===== src/rtl/imm_narrow.sv =====
// rtl/imm_narrow.sv - streaming 32-to-16-bit narrowing unit with range check and saturation
//
// Ports:
//   clk, reset     : clock; synchronous active-high reset
//   in_valid/ready : input handshake; in_ready = !out_valid || out_ready, low during reset
//   in_data        : 32-bit value to narrow
//   in_signed      : 1 = two's complement range check, 0 = unsigned
//   in_sat         : 1 = saturate on overflow, 0 = truncate to in_data[15:0]
//   out_valid/ready: output handshake, single register stage, 1-cycle latency
//   out_data       : 16-bit narrowed result
//   out_ovf        : per-item overflow flag for out_data
//   ovf_sticky     : set by any accepted overflowing item
//   ovf_count      : accepted overflowing items, saturating at all-ones
//   clr            : synchronous clear of ovf_sticky / ovf_count
module imm_narrow #(
    parameter int CNT_W = 16
) (
    input  logic             clk,
    input  logic             reset,
    input  logic             in_valid,
    output logic             in_ready,
    input  logic [31:0]      in_data,
    input  logic             in_signed,
    input  logic             in_sat,
    output logic             out_valid,
    input  logic             out_ready,
    output logic [15:0]      out_data,
    output logic             out_ovf,
    output logic             ovf_sticky,
    output logic [CNT_W-1:0] ovf_count,
    input  logic             clr
);

    logic             r_out_valid;
    logic [15:0]      r_out_data;
    logic             r_out_ovf;
    logic             r_sticky;
    logic [CNT_W-1:0] r_count;

    logic             w_accept;
    logic             w_fits;
    logic [15:0]      w_sat_val;
    logic [15:0]      w_narrow;

    // Reset gates in_ready so nothing is taken on the edge that flushes the stage.
    assign in_ready = !reset && (!r_out_valid || out_ready);
    assign w_accept = in_valid && in_ready;

    // Signed: the upper 17 bits must be a pure sign extension of bit 15.
    always_comb begin
        w_fits = 1'b0;
        if (in_signed) begin
            w_fits = (&in_data[31:15]) || !(|in_data[31:15]);
        end else begin
            w_fits = !(|in_data[31:16]);
        end
    end

    always_comb begin
        w_sat_val = 16'hFFFF;
        if (in_signed) begin
            w_sat_val = in_data[31] ? 16'h8000 : 16'h7FFF;
        end
    end

    assign w_narrow = (w_fits || !in_sat) ? in_data[15:0] : w_sat_val;

    always_ff @(posedge clk) begin
        if (reset) begin
            r_out_valid <= 1'b0;
            r_out_data  <= 16'h0000;
            r_out_ovf   <= 1'b0;
        end else if (w_accept) begin
            r_out_valid <= 1'b1;
            r_out_data  <= w_narrow;
            r_out_ovf   <= !w_fits;
        end else if (out_ready) begin
            // Drained without a replacement: data is left as-is, only valid drops.
            r_out_valid <= 1'b0;
        end
    end

    // clr takes priority over a coincident overflowing accept.
    always_ff @(posedge clk) begin
        if (reset || clr) begin
            r_sticky <= 1'b0;
            r_count  <= '0;
        end else if (w_accept && !w_fits) begin
            r_sticky <= 1'b1;
            if (r_count != {CNT_W{1'b1}}) begin
                r_count <= r_count + 1'b1;
            end
        end
    end

    assign out_valid  = r_out_valid;
    assign out_data   = r_out_data;
    assign out_ovf    = r_out_ovf;
    assign ovf_sticky = r_sticky;
    assign ovf_count  = r_count;

endmodule


===== config.mk =====
export PLATFORM = sky130hd
export DESIGN_NAME = imm_narrow
export DESIGN_NICKNAME = d
export VERILOG_FILES = /design/src/rtl/imm_narrow.sv
export SDC_FILE = /design/constraint.sdc
export NUM_CORES = 1
export LEC_CHECK = 0
export BUFFER_PORTS_ARGS = -buffer_cell sky130_fd_sc_hd__buf_2
export CORE_UTILIZATION = 35
export DETAILED_ROUTE_END_ITERATION = 12
export GPL_TIMING_DRIVEN = 0
export MAX_ROUTING_LAYER = met4
export PLACE_DENSITY = 0.6
export REMOVE_ABC_BUFFERS = 1
export SKIP_CTS_REPAIR_TIMING = 1
export SYNTH_ARGS = -nofsm -noshare
export SYNTH_HDL_FRONTEND = slang
export SYNTH_SLANG_ARGS = --single-unit

===== constraint.sdc =====
create_clock -name clk -period 3.6 [get_ports clk]
set_input_delay 0.18 -clock clk [delete_from_list [all_inputs] [get_ports clk]]
set_output_delay 0.18 -clock clk [all_outputs]
set_load 0.05 [all_outputs]

==> results by group <==
Clocking
  • CTS tree: built
  • H-tree lvl count: 2
  • CTS Buf Count: 5
  • Clk sinks: 35
  • Clock Tree Buf Depth: 2
  • Root Driver: clkbuf_8
  • Clock Latency Late Sink: 0.29 ns
  • Worst-path clk slew: 0.08 ns

Pwr
  • Power Dens Cells: 445 nW/um^2
  • P_leak: 0.899 nW
  • Seq pwr share: 0.429
  • VDD IR max: 145 uV
  • Pint: 0.684 mW
  • Gate power share: 0.189
  • Sw Share: 0.304
  • Clk pwr share: 0.383
  • NetSw: 0.299 mW
  • Power Total: ~0.98 mW

Setup path
  • Startpoint types: register
  • CP max stage delay: approximately 0.89 ns
  • CP arrival: 2.71 ns
  • Crit. End Element: register
  • CP cell instances: nand2b_1, and3_1, o31ai_4, nor3_2, a31oi_1
  • Crit-path slowest cell: nor3_2
  • Crit path kind: reg -> reg
  • CP Data Required Time: about 3.7 ns
  • Crit Path Max Fanout: 36

Synthesis
  • Mapped Cells: 204
  • Fraction of registers with async set/reset: 0
  • Post-synth EDFFs: 0
  • Synth unique cells: 35
  • Post-synthesis sequential area ratio: 0.405
  • Synth area leader: dfxtp_1
  • Main synth FF type: dfxtp_1
  • Synth top area cells: dfxtp_1 (40%), nand3_1 (6.4%), or4_1 (6.1%)
  • Ys Warns: 0
  • Yosys reg bits: 35
  • Post-Syn Area: 1730 um^2
  • Synth top area share: 0.405
  • Avg Synthesized Cell Area: 8.48 um^2

Final layout
  • Commonest non-fill, non-tap cell in the layout: buf_2
  • Final std cells w/o fill: 339
  • Most frequent cells in the layout: buf_2 (74), dfxtp_1 (35), nand2_1 (23)
  • Antenna diodes: 0
  • Share of layout cells above drive strength 1: 0.324
  • Nets: a little over 300
  • Area Growth Syn to Fin: 27.5%

Timing
  • RSZ-0062 raised after global routing: false
  • Setup TNS: 0 ns
  • Final Max Slew Viols: 0
  • Worst setup margin: around 1 ns
  • Clock skew: 0.00816 ns
  • Part of the cycle the worst path needs: 0.717
  • Worst Max-Slew Pin Slew: between 1 and 1.5 ns
  • Max Freq: 0.388 GHz
  • Final hold violations: 0
  • Finish-stage setup viols: 0
  • Min Tclk post-route: 2.58 ns
  • Slew Limit Headroom: 0.222

Run
  • Max-Cap Viols: 0

Global route
  • Vias in the first global route: ~1500
  • Global route overflow: 0
  • Pin count of the biggest net entering global routing: 37
  • Total GRT Usage: 0.177
  • First-pass GRT wire length: 7040 um
  • Initial antenna violation count: 0

Route
  • Drt drc: 0
  • Drt first-iter violations: 157
  • DR vias/cell: 5.42
  • Vias: 1839
  • Routed wire length: 4630 um
  • Post-route ant nets: 0
  • First drt pass iteration count: 4
  • Wirelength per Cell: 13.6 um

Placement
  • DP Cell Count: 331
  • Dpl ws: 0.724 ns
  • Dpl hpwl: approximately 3200 um
  • GPL Wtd Cong: roughly 0.78
  • I/O Buffers: 74

Die
  • DIE WIDTH: 72.3 um
  • Die height: 72.3 um
  • Row cnt: 25
  • I/O pins: 75
  • Core Box Area: 4750 um^2
  • Die area: between 5000 and 6000 um^2
  • Initial Util: 0.364

Status
  • Status: complete, no violations

Min path
  • HP Class: in -> reg
## area by class of cell
type	count	area [um^2]
multi-input cells	153	926
clock inverters	2	35.0
fillers	514	2550
repair buffers	74	370
inverters	2	7.51
flip-flops and latches	35	701
clock buffers	6	82.6
well taps	67	83.8
## power groups by stage
stage,Clock [mW],Sequential [mW],Combinational [mW]
after floorplan,0,0.511,0.0456
after global placement,0,0.430,0.185
after detailed placement,0,0.430,0.186
after CTS,0.379,0.421,0.186
after global routing,0.397,0.423,0.197
final,0.376,0.421,0.185
## registers in the layout, indices dropped and copies added, names as in the netlist
name	cells
out_data	16
out_ovf	1
out_valid	1
ovf_count	16
ovf_sticky	1
## worst paths after layout
| path | from | endpoint | slack, ns | cells past startpoint |
|---|---|---|---|---|
| worst max-delay path | out_valid | out_data[14] | 1.02 | 5 |
| worst min-delay path | in_data[5] | out_data[5] | 0.14 | 3 |
| worst max register to register | out_valid | out_data[14] | 1.02 | 5 |
| worst min register to register | out_data[5] | out_data[5] | 0.49 | 2 |
## logic make-up (layout without fill, tap and decap cells)
kind of cell             Yosys count  in the layout  synth area share
AO/OA/AOI/OAI                     53             53             0.212
adder cells (fa/ha/maj)            1              1           0.00723
buffers and inverters             16             84            0.0629
flip-flops                        35             35             0.405
AND/OR/NAND/NOR                   99             99             0.313
## per-layer routing
layer | routed length (um) | vias up | GRT usage
met1 | 2170 | 846 | 0.242
li1 | - | 924 | -
met4 | 76 | 0 | 0.0610
met5 | 0 | - | -
met2 | 2170 | 61 | 0.260
met3 | 213 | 8 | 0.0361
## cells in the mapped netlist, types with 2 or more instances
cell type  count
nor2_1         9
nor4_1         3
a31oi_1       15
nor2b_1        2
nand2_1       23
a21oi_1       15
and2_1         2
buf_6          4
nand4_1        9
and4_1         4
or4_1         14
nand3_1       22
or3_1          2
o31ai_1       13
and3_1         4
o21ai_1        2
clkbuf_1       5
dfxtp_1       35
buf_4          5
## worst max-delay path, delay by kind of cell, from the launching register on
kind	cells	cell delay (ns)
AO/OA/AOI/OAI	2	0.53
flip-flops	1	0.33
AND/OR/NAND/NOR	3	1.55
## stage by stage
stage	area [um^2]	hold slack, ns	utilization
after global routing	2210	0.141	0.464
final	2210	0.142	0.464
after detailed placement	2090	0.453	0.439
after floorplan	1630	0.252	-
after global placement	2080	0.422	0.438
after CTS	2210	0.140	0.464
(Power assumes the default switching activity.)
